===== config.mk =====
export PLATFORM = sky130hd
export DESIGN_NAME = pll_clken_gen_flat
export DESIGN_NICKNAME = d
export VERILOG_FILES = /design/src/rtl/pll_clken_gen_if.sv /design/src/rtl/pll_clken_gen.sv /design/src/flat_wrapper.sv
export SDC_FILE = /design/constraint.sdc
export NUM_CORES = 1
export LEC_CHECK = 0
export ABC_AREA = 1
export BUFFER_PORTS_ARGS = -buffer_cell sky130_fd_sc_hd__buf_4
export CAP_MARGIN = 40
export CORE_MARGIN = 3
export CORE_UTILIZATION = 25
export CTS_CLUSTER_SIZE = 28
export DETAILED_ROUTE_END_ITERATION = 8
export HOLD_SLACK_MARGIN = 0.15
export PLACE_DENSITY_LB_ADDON = 0.3
export SLEW_MARGIN = 20
export SYNTH_ARGS = -nofsm -noshare
export SYNTH_HDL_FRONTEND = slang
export SYNTH_SLANG_ARGS = --single-unit

===== constraint.sdc =====
create_clock -name inclk0 -period 7.1 [get_ports inclk0]
set_input_delay 1.065 -clock inclk0 [delete_from_list [all_inputs] [get_ports inclk0]]
set_output_delay 1.065 -clock inclk0 [all_outputs]
set_load 0.005 [all_outputs]

===== src/rtl/pll_clken_gen_if.sv =====
// Configuration request channel for pll_clken_gen: one channel's ratio/phase per transfer.
interface pll_clken_gen_if #(
  parameter int NUM_CH = 6,
  parameter int W      = 8
);
  localparam int CHW = (NUM_CH > 1) ? $clog2(NUM_CH) : 1;

  logic           cfg_valid;
  logic           cfg_ready;
  logic [CHW-1:0] cfg_ch;
  logic [W-1:0]   cfg_mul;
  logic [W-1:0]   cfg_div;
  logic [W-1:0]   cfg_phase;
  logic           cfg_err;

  modport master (
    output cfg_valid, cfg_ch, cfg_mul, cfg_div, cfg_phase,
    input  cfg_ready, cfg_err
  );

  modport slave (
    input  cfg_valid, cfg_ch, cfg_mul, cfg_div, cfg_phase,
    output cfg_ready, cfg_err
  );
endinterface


===== src/rtl/pll_clken_gen.sv =====
// Fractional clock-enable generator: NUM_CH MUL/DIV accumulators with phase offset,
// lock supervision FSM and optional accumulator upset scrubbing.

// One output channel: phase accumulator producing clken pulses at MUL/DIV rate.
module pll_clken_ch #(
  parameter int W          = 8,
  parameter int IRRAD_MODE = 1
) (
  input  logic         inclk0,
  input  logic         areset_n,
  input  logic         pllena,
  input  logic         load,
  input  logic [W-1:0] ld_mul,
  input  logic [W-1:0] ld_div,
  input  logic [W-1:0] ld_phase,
  output logic         clken,
  output logic         c,
  output logic         seu_hit
);
  logic [W-1:0] mul, div, phase, acc;
  logic [W:0]   sum;

  assign sum = {1'b0, acc} + {1'b0, mul};
  // acc >= div can never arise from legal operation, so it marks an upset
  assign seu_hit = (IRRAD_MODE != 0) && pllena && (mul != '0) && (acc >= div);

  // Config load wins over everything, then enable gating, then accumulation
  always_ff @(posedge inclk0 or negedge areset_n) begin
    if (!areset_n) begin
      mul   <= '0;
      div   <= W'(1);
      phase <= '0;
      acc   <= '0;
      clken <= 1'b0;
      c     <= 1'b0;
    end else if (load) begin
      mul   <= ld_mul;
      div   <= ld_div;
      phase <= ld_phase;
      acc   <= ld_phase;
      clken <= 1'b0;
      c     <= 1'b0;
    end else if (!pllena) begin
      acc   <= phase;
      clken <= 1'b0;
      c     <= 1'b0;
    end else if (mul == '0) begin
      acc   <= '0;
      clken <= 1'b0;
      c     <= 1'b0;
    end else if (seu_hit) begin
      acc   <= '0;
      clken <= 1'b0;
    end else if (sum >= {1'b0, div}) begin
      acc   <= W'(sum - {1'b0, div});
      clken <= 1'b1;
      c     <= ~c;
    end else begin
      acc   <= sum[W-1:0];
      clken <= 1'b0;
    end
  end
endmodule

module pll_clken_gen #(
  parameter int NUM_CH      = 6,
  parameter int W           = 8,
  parameter int LOCK_CYCLES = 16,
  parameter int IRRAD_MODE  = 1
) (
  input  logic              inclk0,
  input  logic              areset_n,
  input  logic              pllena,
  pll_clken_gen_if.slave    cfg,
  output logic [NUM_CH-1:0] clken,
  output logic [NUM_CH-1:0] c,
  output logic              locked,
  output logic              seu_err
);
  localparam int CHW = (NUM_CH > 1) ? $clog2(NUM_CH) : 1;
  localparam int CW  = (LOCK_CYCLES > 1) ? $clog2(LOCK_CYCLES) : 1;
  localparam logic [CHW:0] NCH = (CHW+1)'(NUM_CH);

  localparam logic [1:0] ST_UNLOCKED = 2'd0;
  localparam logic [1:0] ST_SETTLE   = 2'd1;
  localparam logic [1:0] ST_LOCKED   = 2'd2;
  localparam logic [1:0] ST_APPLY    = 2'd3;

  logic [1:0]        st, st_nxt;
  logic [CW-1:0]     cnt, cnt_nxt;
  logic              fire, legal, accept, cfg_err_q;
  logic [NUM_CH-1:0] load, seu_hit;

  assign cfg.cfg_ready = (st != ST_APPLY);
  assign cfg.cfg_err   = cfg_err_q;
  assign locked        = (st == ST_LOCKED);

  assign fire   = cfg.cfg_valid & cfg.cfg_ready;
  assign legal  = ({1'b0, cfg.cfg_ch} < NCH) && (cfg.cfg_div != '0) &&
                  (cfg.cfg_mul <= cfg.cfg_div) && (cfg.cfg_phase < cfg.cfg_div);
  assign accept = fire & legal;

  // Lock FSM next state; pllena low overrides everything, accepts still load channels
  always_comb begin
    st_nxt  = st;
    cnt_nxt = '0;
    if (!pllena) begin
      st_nxt = ST_UNLOCKED;
    end else begin
      case (st)
        ST_UNLOCKED: st_nxt = accept ? ST_APPLY : ST_SETTLE;
        ST_SETTLE: begin
          if (accept)                            st_nxt = ST_APPLY;
          else if (cnt == CW'(LOCK_CYCLES - 1))  st_nxt = ST_LOCKED;
          else                                   cnt_nxt = cnt + 1'b1;
        end
        ST_LOCKED:   if (accept) st_nxt = ST_APPLY;
        default:     st_nxt = ST_SETTLE;
      endcase
    end
  end

  // FSM state and settle counter
  always_ff @(posedge inclk0 or negedge areset_n) begin
    if (!areset_n) begin
      st  <= ST_UNLOCKED;
      cnt <= '0;
    end else begin
      st  <= st_nxt;
      cnt <= cnt_nxt;
    end
  end

  // Reject pulse for bad requests; sticky upset flag
  always_ff @(posedge inclk0 or negedge areset_n) begin
    if (!areset_n) begin
      cfg_err_q <= 1'b0;
      seu_err   <= 1'b0;
    end else begin
      cfg_err_q <= fire & ~legal;
      seu_err   <= seu_err | (|seu_hit);
    end
  end

  for (genvar i = 0; i < NUM_CH; i++) begin : g_ch
    assign load[i] = accept & (cfg.cfg_ch == CHW'(i));

    pll_clken_ch #(.W(W), .IRRAD_MODE(IRRAD_MODE)) u_ch (
      .inclk0   (inclk0),
      .areset_n (areset_n),
      .pllena   (pllena),
      .load     (load[i]),
      .ld_mul   (cfg.cfg_mul),
      .ld_div   (cfg.cfg_div),
      .ld_phase (cfg.cfg_phase),
      .clken    (clken[i]),
      .c        (c[i]),
      .seu_hit  (seu_hit[i])
    );
  end
endmodule


===== src/flat_wrapper.sv =====
// flat-port wrapper written by rule: the top's interface ports become plain ports
module pll_clken_gen_flat 
#(
  parameter int NUM_CH      = 6,
  parameter int W           = 8,
  parameter int LOCK_CYCLES = 16,
  parameter int IRRAD_MODE  = 1
)
  (inclk0, areset_n, pllena, clken, c, locked, seu_err, cfg_cfg_valid, cfg_cfg_ch, cfg_cfg_mul, cfg_cfg_div, cfg_cfg_phase, cfg_cfg_ready, cfg_cfg_err);
  pll_clken_gen_if #(.NUM_CH(NUM_CH), .W(W)) cfg_i ();
  input  logic inclk0;
  input  logic areset_n;
  input  logic pllena;
  output logic [NUM_CH-1:0] clken;
  output logic [NUM_CH-1:0] c;
  output logic locked;
  output logic seu_err;
  input wire logic [$bits(cfg_i.cfg_valid)-1:0] cfg_cfg_valid;
  input wire logic [$bits(cfg_i.cfg_ch)-1:0] cfg_cfg_ch;
  input wire logic [$bits(cfg_i.cfg_mul)-1:0] cfg_cfg_mul;
  input wire logic [$bits(cfg_i.cfg_div)-1:0] cfg_cfg_div;
  input wire logic [$bits(cfg_i.cfg_phase)-1:0] cfg_cfg_phase;
  output wire logic [$bits(cfg_i.cfg_ready)-1:0] cfg_cfg_ready;
  output wire logic [$bits(cfg_i.cfg_err)-1:0] cfg_cfg_err;
  assign cfg_i.cfg_valid = cfg_cfg_valid;
  assign cfg_i.cfg_ch = cfg_cfg_ch;
  assign cfg_i.cfg_mul = cfg_cfg_mul;
  assign cfg_i.cfg_div = cfg_cfg_div;
  assign cfg_i.cfg_phase = cfg_cfg_phase;
  assign cfg_cfg_ready = cfg_i.cfg_ready;
  assign cfg_cfg_err = cfg_i.cfg_err;
  pll_clken_gen #(.NUM_CH(NUM_CH), .W(W), .LOCK_CYCLES(LOCK_CYCLES), .IRRAD_MODE(IRRAD_MODE)) u_core (.inclk0(inclk0), .areset_n(areset_n), .pllena(pllena), .cfg(cfg_i), .clken(clken), .c(c), .locked(locked), .seu_err(seu_err));
endmodule

==> After elaboration in Yosys (flattened, before gate mapping) <==
Index checks and enable logic that the tools add are counted.
{ "op_classes": {"add_sub_neg": 13, "n_eq_ne": 23, "muxes": 100, "bitwise_logic": 17, "n_reduce_logical": 38, "order_cmp": 15} }
{ "op_table": {"columns": ["operator", "count"], "rows": [
  ["2-to-1 mux 8 bit", 30],
  ["2-to-1 mux 1 bit", 60],
  ["nonzero test 8 bit", 7],
  ["adder 8 x 8 -> 9 bit", 6],
  ["greater-or-equal comparator 9 x 8 -> 1 bit", 6],
  ["greater-or-equal comparator 8 bit", 6],
  ["zero test 8 bit", 6],
  ["subtractor 8 bit", 6],
  ["inequality test 4 x 1 -> 1 bit, second input constant", 6],
  ["inequality test 4 x 3 -> 1 bit, second input constant", 6],
  ["2-to-1 mux 4 bit", 4],
  ["logical AND 1 bit", 15],
  ["AND reduction 2 bit", 7],
  ["2-to-1 mux 2 bit", 5],
  ["bitwise AND 1 bit", 9],
  ["less-or-equal comparator 8 bit", 1],
  ["less-than comparator 8 bit", 1],
  ["NOT 1 bit", 7],
  ["== test 3 x 2 -> 1 bit, second input constant", 2],
  ["== test 3 bit, second input constant", 2],
  ["case mux 2 bit (3 select lines)", 1],
  ["OR reduction 6 bit", 1],
  ["adder 4 x 1 -> 4 bit, second input constant", 1],
  ["== test 4 bit, second input constant", 1],
  ["other kinds (10)", 10]
]} }
{ "word_totals": {"reg_bits": 212, "inputBits": 31} }

==> Logic depth before layout (Yosys ltp) <==
Gate-level depths: netlist of run 1.
{ "logic_depth": {"depth_word": 8, "mapped_depth": 20, "mapped_depth_nobuf": 20} }

==> Hierarchy <==
Synthesis of run 1 repeated with hierarchy kept, for this count alone.
{ "unflattened": {"cells_unflattened": 2152, "hier_area_um2": 15668.8} }
{ "modules_own_cells": {"columns": ["mod", "instances", "area_each_um2", "cells_per_inst", "seq_area_each_um2"], "rows": [
  ["pll_clken_ch (u_core.g_ch[4].u_ch ...)", 2, 2453.6, 338, 852.1],
  ["pll_clken_ch (u_core.g_ch[0].u_ch ...)", 2, 2447.3, 334, 852.1],
  ["pll_clken_ch (u_core.g_ch[3].u_ch)", 1, 2454.9, 340, 852.1],
  ["pll_clken_ch (u_core.g_ch[1].u_ch)", 1, 2438.6, 333, 852.1],
  ["pll_clken_gen", 1, 973.4, 135, 200.2]
]} }

==> Least setup slack after synthesis of run 1 <==
No wires, ideal clock.
{ "synth_timing": {"path_kind": "register -> register", "from": "register u_core.g_ch[0].u_ch.mul[0]", "to": "register u_core.g_ch[0].u_ch.acc[6]", "synth_period_minus_slack_ns": 3.016, "slack_ns": 4.084, "path_stages_with_launch": 19, "arrival_time_ns": 2.891, "cell_sequence": "dfrtp_1 > ha_1 > fa_1 > nand3_1 > nand3_1 > nand2_1 > nand2_1 > xnor2_1 > inv_1 > ha_1 > a21oi_1 > a21boi_0 > nand2_1 > nand2_1 > nand2_1 > inv_1 > nand2_1 > nand4_1 > nand3_1"} }
{ "synth_via": {"elab_chain_len": 7, "word_cells_on_any_way": 12} }
{ "synth_rtl": {"columns": ["item", "line_no", "rtl"], "rows": [
  ["start: declaration", "pll_clken_gen.sv:20", "logic [W-1:0] mul, div, phase, acc;"],
  ["start signal: assignment", "pll_clken_gen.sv:37", "mul <= ld_mul;"],
  ["adder 8 x 8 -> 9 bit or nonzero test 8 bit (tied branches)", "pll_clken_gen.sv:23, pll_clken_gen.sv:25", null],
  ["subtractor 8 bit (tied with other cells)", "pll_clken_gen.sv:55", "acc <= W'(sum - {1'b0, div});"],
  ["2-to-1 mux 8 bit or logical AND 1 bit (tied branches)", "pll_clken_gen.sv:54, pll_clken_gen.sv:25", null],
  ["2-to-1 mux 8 bit", "pll_clken_gen.sv:51", "end else if (seu_hit) begin"],
  ["2-to-1 mux 8 bit *", "pll_clken_gen.sv:47", "end else if (mul == '0) begin"],
  ["2-to-1 mux 8 bit *", "pll_clken_gen.sv:43", "end else if (!pllena) begin"],
  ["2-to-1 mux 8 bit *", "pll_clken_gen.sv:36", "end else if (load) begin"],
  ["end signal: assignment", "pll_clken_gen.sv:40", "acc <= ld_phase;"],
  ["end signal: assignment", "pll_clken_gen.sv:44", "acc <= phase;"],
  ["end signal: assignment", "pll_clken_gen.sv:55", null],
  ["end: declaration", "pll_clken_gen.sv:20", null]
]} }
Every way passes the cells marked *; elsewhere a longest branch is shown, timed or not.
A chain may end at the register's enable or synchronous reset.

==> Worst setup path after layout of run 1 <==
{ "layout_timing": {"from": "input cfg_cfg_div[5]", "to": "register u_core.g_ch[1].u_ch.acc[5]"} }
{ "layout_via": {"elab_chain_len": 7, "word_cells_on_any_way": 9} }
{ "layout_rtl": {"columns": ["item", "line_no", "rtl"], "rows": [
  ["start: declaration", "flat_wrapper.sv:21", "input wire logic [$bits(cfg_i.cfg_div)-1:0] cfg_cfg_div;"],
  ["branches (longest 3 deep; another with less-or-equal comparator 8 bit)", null, null],
  ["logical AND 1 bit *", "pll_clken_gen.sv:100", "(cfg.cfg_mul <= cfg.cfg_div) && (cfg.cfg_phase < cfg.cfg_div);"],
  ["bitwise AND 1 bit *", "pll_clken_gen.sv:101", "assign accept = fire & legal;"],
  ["bitwise AND 1 bit *", "pll_clken_gen.sv:146", "assign load[i] = accept & (cfg.cfg_ch == CHW'(i));"],
  ["2-to-1 mux 8 bit *", "pll_clken_gen.sv:36", null],
  ["end signal: assignment", "pll_clken_gen.sv:40", null],
  ["end signal: assignment", "pll_clken_gen.sv:44", null],
  ["end signal: assignment", "pll_clken_gen.sv:55", null],
  ["end: declaration", "pll_clken_gen.sv:20", null]
]} }
Every way passes the cells marked *.

==> impl_metrics.json, run 1 <==
{
  "status": "completed",
  "first_iter_violations": 1082,
  "slew_headroom_pct": 50.6,
  "num_vias": 12900,
  "hold_violations": 0,
  "arrival_ns": 4.16,
  "drv_cap": 0,
  "start_util_pct": 25.5,
  "n_antenna_cell": 0,
  "synthesis.area_um2": 14800,
  "postCtsSetupBuffers": 0,
  "irDropWorstVdd_uv": 297,
  "fill_cells": 6278,
  "regArea_um2": 5310,
  "die_w_um": 250,
  "p_sw_mw": 4.33,
  "io_pins": 47,
  "globalRouteOverflowTotal": 0,
  "layout-drive-gt1-share_pct": 6.70,
  "dr.pass1.iters": 5,
  "cts_max_level": 1,
  "fin_nets": 2204,
  "cts_tree": "built",
  "cpMostUsedCell": "nand2_1",
  "slowest_delay_ns": 0.50,
  "swShare_pct": 47.9,
  "clkSinkCount": 212,
  "final_area_um2": 16900,
  "ant_nets": 0,
  "clock_latency_ns": 0.55,
  "cts-resized-gates": 0,
  "synth_cell_types": 42,
  "path_buf_inv": 5,
  "synth_nets": 2170,
  "cts_inserted_buffers": 27,
  "grt_usage_pct": 14.3,
  "grt_pass1_vias": 12400,
  "postSynthCellCount": 1963,
  "combPwrFrac_pct": 62.2,
  "synth_warnings": 0,
  "finalWirelength_mm": 44.9,
  "period_share_pct": 52.5,
  "die_h_um": 250,
  "fmax_mhz": 268,
  "p_leak_nw": 9.22,
  "fin_skew_ns": 0.0172,
  "syn_area_per_cell_um2": 7.55,
  "slew_violations": 0,
  "cp-end-kind": "flip-flop",
  "setup_viol": 0,
  "synth.most_common_cell": "nand2_1",
  "clkTransAtPathRegs_ns": 0.06,
  "place_area_um2": 15900,
  "synthFlopType": "dfrtp_1",
  "drc_errors": 0,
  "hpwl_mm": 33.3,
  "required_ns": 7.53,
  "synth-edff-count": 0,
  "worst_pin_slew_ns": 0.738,
  "power.share.clock_pct": 16.1,
  "worst_setup_path_start_kind": "primary input",
  "io_buffers": 46,
  "yosys.area.top_type": "dfrtp_1",
  "yosys-top-cells-area": "dfrtp_1 (35%), nand2_1 (16%), ha_1 (14%), inv_1 (5.8%), nand3_1 (4.9%)",
  "cp_slowest_cell": "nand4_1",
  "synth-seq-cells": 212,
  "cts_root_buf": "clkbuf_16",
  "clockBufferDepth": 3,
  "die-area_um2": 62300,
  "final_util_pct": 29.1,
  "area_growth_pct": 14.0,
  "antenna_found_initial": 2,
  "min_period_ns": 3.73,
  "wl_per_cell_um": 16.1,
  "ys_seq_area_share_pct": 35.8,
  "grt_pass1_wl_mm": 70.9,
  "cts_hold_buf": 0,
  "fp.coreArea_um2": 58100,
  "synthTopCellsByCount": "nand2_1 (634), inv_1 (228), dfrtp_1 (206)",
  "async_flop_share_pct": 100,
  "worst_path_dominant_cell_family": "simple AND/OR/NAND/NOR gates",
  "rows": 88,
  "grt_max_degree": 79,
  "path_max_fanout": 35,
  "internal_power_mw": 4.70,
  "gp_congestion": 0.862,
  "pwr-share-seq_pct": 21.7,
  "rsz0062_at_grt": "false",
  "hold_ws_ns": 0.467,
  "hold_path.class": "reg2reg",
  "via_per_inst": 4.63,
  "finalSetupTns_ns": 0,
  "yosysTopAreaCellShare_pct": 34.8,
  "crit_type": "in2reg",
  "power_density_nw_per_um2": 534,
  "path_cells": "buf_4 -> inv_1 -> ha_1 -> nand2_1 -> nand2_1 -> nand2_1 -> a21boi_0 -> nor2_2 -> nand4_1 -> inv_4 -> nand2_2 -> buf_4 -> clkinv_1 -> nand2_1 -> nand3_1",
  "multi_input_area_um2": 8290
}
-- layout make-up --
cell class	count	share of cell area [%]
clock buffers	38	4.60
clock inverters	10	0.903
inverters	237	5.28
multi-input cells	1460	49.0
flip-flops and latches	212	31.4
well taps	765	5.66
repair buffers	59	3.09
-- final timing paths --
kind	from	endpoint	slack (ns)	cells after the start
min reg2reg	u_core.g_ch[2].u_ch.phase[5]	u_core.g_ch[2].u_ch.phase[5]	0.47	2
max in group asynchronous	areset_n	u_core.g_ch[3].u_ch.div[5]	5.45	3
min in group asynchronous	areset_n	u_core.g_ch[5].u_ch.phase[5]	0.52	1
max reg2reg	u_core.g_ch[1].u_ch.mul[0]	u_core.g_ch[1].u_ch.acc[2]	3.51	18
min	u_core.g_ch[2].u_ch.phase[5]	u_core.g_ch[2].u_ch.phase[5]	0.47	2
max	cfg_cfg_div[5]	u_core.g_ch[1].u_ch.acc[5]	3.37	15
-- flip-flops by register name, indices dropped and copies added (netlist names) --
signal and count:
u_core.g_ch.u_ch.div 48, u_core.cnt 4, u_core.st 2, u_core.g_ch.u_ch.acc 48, u_core.g_ch.u_ch.phase 48, u_core.g_ch.u_ch.c 6, u_core.seu_err 1, u_core.g_ch.u_ch.mul 48
u_core.g_ch.u_ch.clken 6, u_core.cfg.cfg_err 1
-- through the flow --
stage	cells	setup slack [ns]	power, mW
floorplan	1963	4.08	6.24
global placement	2724	2.54	7.45
detailed placement	2731	2.65	7.53
CTS	2779	3.21	9.06
global route	2781	3.03	10.1
finish	2781	3.37	9.03
-- cell usage in the layout (no fill, tap or decap), types with 5 or more instances in the layout --
cell / n
a21boi_0: 7
a21o_1: 11
a21oi_1: 82
a31oi_1: 7
buf_4: 49
clkbuf_1: 5
clkbuf_16: 27
clkbuf_8: 6
clkinv_2: 5
dfrtp_1: 206
dfstp_2: 6
fa_1: 12
ha_1: 164
inv_1: 228
inv_2: 6
nand2_1: 634
nand2_2: 7
nand3_1: 145
nand3b_1: 8
nand4_1: 64
nor2_1: 95
nor3_1: 7
o21a_1: 7
o21ai_0: 96
o21ai_1: 30
xnor2_1: 19
xor2_1: 42
-- per-layer routing --
metal  track usage [%]  up-vias  share of wire (%)
met5                 0        -                  0
met4              2.57        0                1.7
met3              1.75       46                4.6
met2              22.2      280                 43
met1              21.4     6082                 51
li1                  -     6471                  -
-- worst min-delay path: cells and delay by family, from the launching register on --
| kind | cells | cell delay [ns] |
|---|---|---|
| AND/OR/NAND/NOR | 2 | 0.10 |
| flip-flops | 1 | 0.34 |
-- logic make-up after synthesis --
family	Yosys count	synth area share, %
DFF	212	35.8
adders and majority gates	176	15.5
xor gates and xnor gates	61	3.60
and+or+nand+nor	974	27.8
buffers and inverters	291	8.27
AOI/OAI and AO/OA	249	9.06
-- power by group through the flow --
| stage | Combinational [mW] | Sequential [mW] | Clock, mW |
|---|---|---|---|
| floorplan | 4.38 | 1.86 | 0 |
| global placement | 5.47 | 1.97 | 0 |
| detailed placement | 5.55 | 1.98 | 0 |
| CTS | 5.61 | 1.96 | 1.49 |
| global route | 6.51 | 2.01 | 1.54 |
| finish | 5.61 | 1.96 | 1.45 |
Power figures use the tool's default switching activity.
==> run 2: changes to the inputs <==
==> constraint.sdc (replaced) <==
create_clock -name inclk0 -period 3.8 [get_ports inclk0]
set_input_delay 0.57 -clock inclk0 [delete_from_list [all_inputs] [get_ports inclk0]]
set_output_delay 0.57 -clock inclk0 [all_outputs]
set_load 0.005 [all_outputs]
==> run 2 against run 1 <==
Net effect: clock-buffer cell count down 6; total power grew 86%; first-iteration DRC count down 23%; non-clock buffer count increased by 16; sequential power is 89% higher; flip-flop and latch count did not move; setup slack worse by 3.1 ns.
==> impl_metrics.json, run 2 (synthesized netlist as in run 1, its figures left out) <==
{
  "globalRouteOverflowTotal": 0,
  "hpwl_mm": 34.4,
  "min_period_ns": 3.49,
  "status": "completed",
  "power.share.clock_pct": 14.4,
  "grt_pass1_vias": 12500,
  "fmax_mhz": 286,
  "wl_per_cell_um": 16.3,
  "postCtsSetupBuffers": 0,
  "clockBufferDepth": 3,
  "worst_pin_slew_ns": 0.816,
  "drv_cap": 0,
  "via_per_inst": 4.63,
  "dr.pass1.iters": 5,
  "clkSinkCount": 212,
  "hold_depth": 3,
  "first_iter_violations": 835,
  "mostFrequentLayoutCells": "nand2_1 (633), inv_1 (226), dfrtp_1 (206)",
  "clock_latency_ns": 0.54,
  "rows": 88,
  "cts_tree": "built",
  "regToRegSetupSlack_ns": 0.31,
  "fin_nets": 2218,
  "io_pins": 47,
  "ant_nets": 0,
  "hold_path.class": "in2reg",
  "slew_headroom_pct": 45.3,
  "swShare_pct": 48.8,
  "grt_usage_pct": 14.4,
  "worst_setup_path_start_kind": "flip-flop",
  "fp.coreArea_um2": 58100,
  "internal_power_mw": 8.58,
  "dp_cells": 2748,
  "rr_endpoint": "u_core.g_ch[0].u_ch.acc[3]",
  "fill_cells": 6315,
  "hold_path_end": "u_core.g_ch[2].u_ch.div[2]",
  "layout-drive-gt1-share_pct": 7.40,
  "clkTransAtPathRegs_ns": 0.07,
  "final_cells": 2793,
  "fin_skew_ns": 0.0116,
  "finalSetupTns_ns": 0,
  "layout_commonest_cell": "nand2_1",
  "grt_max_degree": 93,
  "gp_congestion": 0.886,
  "slew_violations": 0,
  "cp-end-kind": "flip-flop",
  "path_max_fanout": 10,
  "area_growth_pct": 13.5,
  "die_w_um": 250,
  "die-area_um2": 62300,
  "cts_max_level": 1,
  "die_h_um": 250,
  "min-delay-start": "cfg_cfg_div[2]",
  "grt_pass1_wl_mm": 71.3,
  "setup_viol": 0,
  "antenna_found_initial": 1,
  "rsz0062_at_grt": "false",
  "arrival_ns": 3.91,
  "io_buffers": 46,
  "start_util_pct": 25.5,
  "irDropWorstVdd_uv": 452,
  "finalWirelength_mm": 45.5,
  "crit_type": "reg2reg",
  "worstReg2RegStart": "u_core.g_ch[0].u_ch.mul[0]",
  "p_leak_nw": 9.20,
  "period_share_pct": 91.9,
  "r2r_cells": 18,
  "num_vias": 12900,
  "power_density_nw_per_um2": 995,
  "hold_violations": 0,
  "drc_errors": 0,
  "required_ns": 4.22,
  "n_antenna_cell": 0,
  "cts_root_buf": "clkbuf_16",
  "pwr-share-seq_pct": 22.1,
  "p_sw_mw": 8.18,
  "cts_inserted_buffers": 25,
  "combPwrFrac_pct": 63.5
}
[run 2: power by group through the flow]
stage               Sequential (mW)  Clock, mW  Combinational, mW
global route                   3.79       2.56               12.2
floorplan                      3.47          0               8.19
detailed placement             3.73          0               10.5
global placement               3.74          0               10.4
CTS                            3.69       2.47               10.6
finish                         3.70       2.42               10.6
[run 2: final cells by class]
type	instances	area, um^2	area share [%]
Inverter	237	892	5.30
Clock buffer	32	682	4.05
Sequential cell	212	5310	31.6
Tap cell	765	957	5.69
Clock inverter	12	116	0.691
Timing Repair Buffer	75	583	3.46
Multi-Input combinational cell	1460	8290	49.3
[run 2: repair_timing]
action,in CTS,in global routing
endpoints found under the setup margin,0,16
hold buffers,1,0
hold endpoints to repair,58,0
resized for setup,0,3
[run 2: worst max path at each step]
stage	startpoint	to	slack, ns	cells past startpoint
5_1_grt	u_core.g_ch[4].u_ch.mul[0]	u_core.g_ch[4].u_ch.acc[5]	0.005	19
3_3_place_gp	u_core.g_ch[4].u_ch.mul[0]	u_core.g_ch[4].u_ch.acc[5]	0.33	19
2_1_floorplan	u_core.g_ch[0].u_ch.mul[0]	u_core.g_ch[0].u_ch.acc[6]	0.78	18
3_5_place_dp	u_core.g_ch[0].u_ch.mul[0]	u_core.g_ch[0].u_ch.acc[3]	0.31	18
4_1_cts	u_core.g_ch[0].u_ch.mul[0]	u_core.g_ch[0].u_ch.acc[3]	0.27	18
6_report	u_core.g_ch[0].u_ch.mul[0]	u_core.g_ch[0].u_ch.acc[3]	0.31	18
[run 2: critical path, cell delays in order (launching register included)]
cell,delay (ns)
dfrtp_1,0.40
ha_1,0.25
fa_1,0.47
nand3_1,0.09
nand3_1,0.11
nand2_1,0.08
nand2_1,0.08
xnor2_1,0.25
inv_1,0.08
ha_1,0.36
a21oi_1,0.16
a21boi_0,0.20
nand2_1,0.09
nand2_1,0.08
nand2_1,0.22
inv_2,0.19
nand2_1,0.07
nand4_1,0.10
nand3_1,0.08
[run 2: routing by layer]
metal / routed length [um] / vias to the layer above / share of wire (%) / GRT usage, %
li1: - / 6477 / - / -
met1: 22200 / 6095 / 49 / 21.0
met2: 19500 / 284 / 43 / 22.3
met3: 2660 / 65 / 5.8 / 2.23
met4: 1080 / 2 / 2.4 / 3.37
met5: 13 / - / 0.029 / 0
[run 2: stage by stage]
step                      setup WS [ns]  util, %  power (mW)  hold WS, ns  cell area (um^2)
after floorplan                   0.784        -        11.7        0.274             14800
after global placement            0.335     27.6        14.2        0.453             16000
after detailed placement          0.312     27.6        14.3        0.458             16000
after CTS                         0.269     29.0        16.8        0.325             16800
after global routing            0.00472     29.0        18.6        0.345             16800
final                             0.309     29.0        16.8        0.339             16800
==> run 3: changes to the inputs <==
--- a/config.mk
+++ b/config.mk
@@ -6,12 +6,12 @@
 export NUM_CORES = 1
 export LEC_CHECK = 0
 export ABC_AREA = 1
-export BUFFER_PORTS_ARGS = -buffer_cell sky130_fd_sc_hd__buf_4
 export CAP_MARGIN = 40
 export CORE_MARGIN = 3
 export CORE_UTILIZATION = 25
 export CTS_CLUSTER_SIZE = 28
 export DETAILED_ROUTE_END_ITERATION = 8
+export DONT_BUFFER_PORTS = 1
 export HOLD_SLACK_MARGIN = 0.15
 export PLACE_DENSITY_LB_ADDON = 0.3
 export SLEW_MARGIN = 20
==> run 3 against run 2 <==
Net effect: the run now ends with hold timing left; non-clock buffer count decreased by 39; critical endpoint is now u_core.g_ch[1].u_ch.acc[4]; via count decreased by 0.22%; sequential power about the same; combinational power about the same; largest power group unchanged; largest cell class unchanged; critical path type unchanged; setup slack improved by 0.048 ns.
==> impl_metrics.json, run 3 (synthesized netlist as in run 1, its figures left out) <==
{
  "status": "finished, violations left",
  "violations": "hold timing",
  "layout-drive-gt1-share_pct": 4.91,
  "power_density_nw_per_um2": 1010,
  "io_buffers": 0,
  "required_ns": 4.22,
  "mostFrequentLayoutCells": "nand2_1 (633), inv_1 (227), dfrtp_1 (206)",
  "crit_type": "reg2reg",
  "drv_cap": 0,
  "final_cells": 2759,
  "path_max_fanout": 12,
  "clkTransAtPathRegs_ns": 0.06,
  "via_per_inst": 4.67,
  "clockBufferDepth": 3,
  "clkSinkCount": 212,
  "cts_root_buf": "clkbuf_16",
  "drc_errors": 0,
  "final_area_um2": 16700,
  "fin_skew_ns": 0.0142,
  "io_pins": 47,
  "grt_max_degree": 213,
  "layout_commonest_cell": "nand2_1",
  "hold_violations": 206,
  "grt_pass1_vias": 12400,
  "worst_setup_path_start_kind": "flip-flop",
  "antenna_found_initial": 6,
  "grt_usage_pct": 14.9,
  "clock_latency_ns": 0.55,
  "gp_congestion": 0.900,
  "fmax_mhz": 290,
  "cts_tree": "built",
  "finalWirelength_mm": 46.8,
  "cp_slowest_cell": "fa_1",
  "regArea_um2": 5310,
  "dr.pass1.iters": 5,
  "hold_ws_ns": -0.276,
  "die_w_um": 250,
  "irDropWorstVdd_uv": 527,
  "fp.coreArea_um2": 58100,
  "hold_path.class": "in2async",
  "regToRegSetupSlack_ns": 0.36,
  "postCtsSetupBuffers": 0,
  "min_period_ns": 3.44,
  "n_antenna_cell": 0,
  "cts_hold_buf": 16,
  "arrival_ns": 3.86,
  "cts_max_level": 1,
  "slew_headroom_pct": 43.9,
  "fill_cells": 6349,
  "cpMostUsedCell": "nand2_1",
  "finalSetupTns_ns": 0,
  "worst_pin_slew_ns": 0.840,
  "num_vias": 12900,
  "place_area_um2": 15600,
  "period_share_pct": 90.6,
  "final_util_pct": 28.7,
  "start_util_pct": 25.5,
  "multi_input_area_um2": 8290,
  "grt_pass1_wl_mm": 72.6,
  "p_leak_nw": 9.04,
  "setup_viol": 0,
  "ant_nets": 0,
  "wl_per_cell_um": 17.0,
  "slew_violations": 0,
  "die-area_um2": 62300,
  "area_growth_pct": 12.4,
  "first_iter_violations": 819,
  "slowest_delay_ns": 0.41,
  "cp-end-kind": "flip-flop",
  "die_h_um": 250,
  "hpwl_mm": 33.6,
  "globalRouteOverflowTotal": 0,
  "dp_cells": 2694,
  "rsz0062_at_grt": "false",
  "rows": 88,
  "cts_inserted_buffers": 27,
  "fin_nets": 2181,
  "path_cells": "ha_1 -> fa_1 -> nand3_1 -> nand3_1 -> nand2_1 -> nand2_1 -> xor2_1 -> inv_1 -> ha_1 -> a21oi_1 -> a21boi_0 -> nand2_1 -> nand2_1 -> nand2_2 -> inv_1 -> nand2_1 -> nand4_1 -> nand3_1"
}
## run 3: final timing paths
check / from / end / cells after the start
max in group asynchronous: areset_n / u_core.cnt[3] / 0
max: u_core.g_ch[1].u_ch.mul[0] / u_core.g_ch[1].u_ch.acc[4] / 18
min reg2reg: u_core.cnt[0] / u_core.cnt[0] / 1
min in group inclk0: cfg_cfg_phase[0] / u_core.g_ch[5].u_ch.phase[0] / 2
min: areset_n / u_core.g_ch[5].u_ch.phase[4] / 0
max reg2reg: u_core.g_ch[1].u_ch.mul[0] / u_core.g_ch[1].u_ch.acc[4] / 18
## run 3: layout make-up
cell class,count,share of cell area (%)
Sequential cell,212,31.9
Clock inverter,11,0.728
Inverter,237,5.35
Clock buffer,38,4.60
Multi-Input combinational cell,1460,49.8
Tap cell,765,5.74
Timing Repair Buffer,36,1.92
## run 3: repair_timing
item | CTS | global route
hold endpoints to repair | 264 | 212
endpoints found under the setup margin | 0 | 14
gates resized for setup | 0 | 2
## run 3: stage by stage
| stage | power, mW | setup slack [ns] |
|---|---|---|
| after CTS | 16.8 | 0.253 |
| final | 16.8 | 0.357 |
| after floorplan | 11.7 | 0.784 |
| after global routing | 18.7 | 0.0308 |
| after detailed placement | 14.1 | 0.288 |
| after global placement | 14.0 | 0.391 |
## run 3: where the power goes
| part | total (mW) | internal, mW | switching [mW] |
|---|---|---|---|
| clock network | 2.56 | 1.54 | 1.03 |
| registers | 3.67 | 3.07 | 0.605 |
| logic | 10.6 | 4.04 | 6.55 |
## run 3: worst max-delay path: cells and delay by family, from the launching register on
family / cells / cell delay (ns)
AO/OA/AOI/OAI: 2 / 0.39
flip-flops: 1 / 0.40
adder cells (fa/ha/maj): 3 / 0.97
AND/OR/NAND/NOR: 10 / 1.01
buffers and inverters: 2 / 0.34
XOR/XNOR: 1 / 0.21
## run 3: per-layer routing
layer / wire (um) / vias to the layer above / global-route usage, % / part of all wire [%]
li1: - / 6432 / - / -
met1: 22300 / 6072 / 20.6 / 48
met4: 1400 / 8 / 4.01 / 3.0
met5: 58 / - / 0.309 / 0.12
met2: 19600 / 305 / 22.6 / 42
met3: 3410 / 78 / 4.18 / 7.3
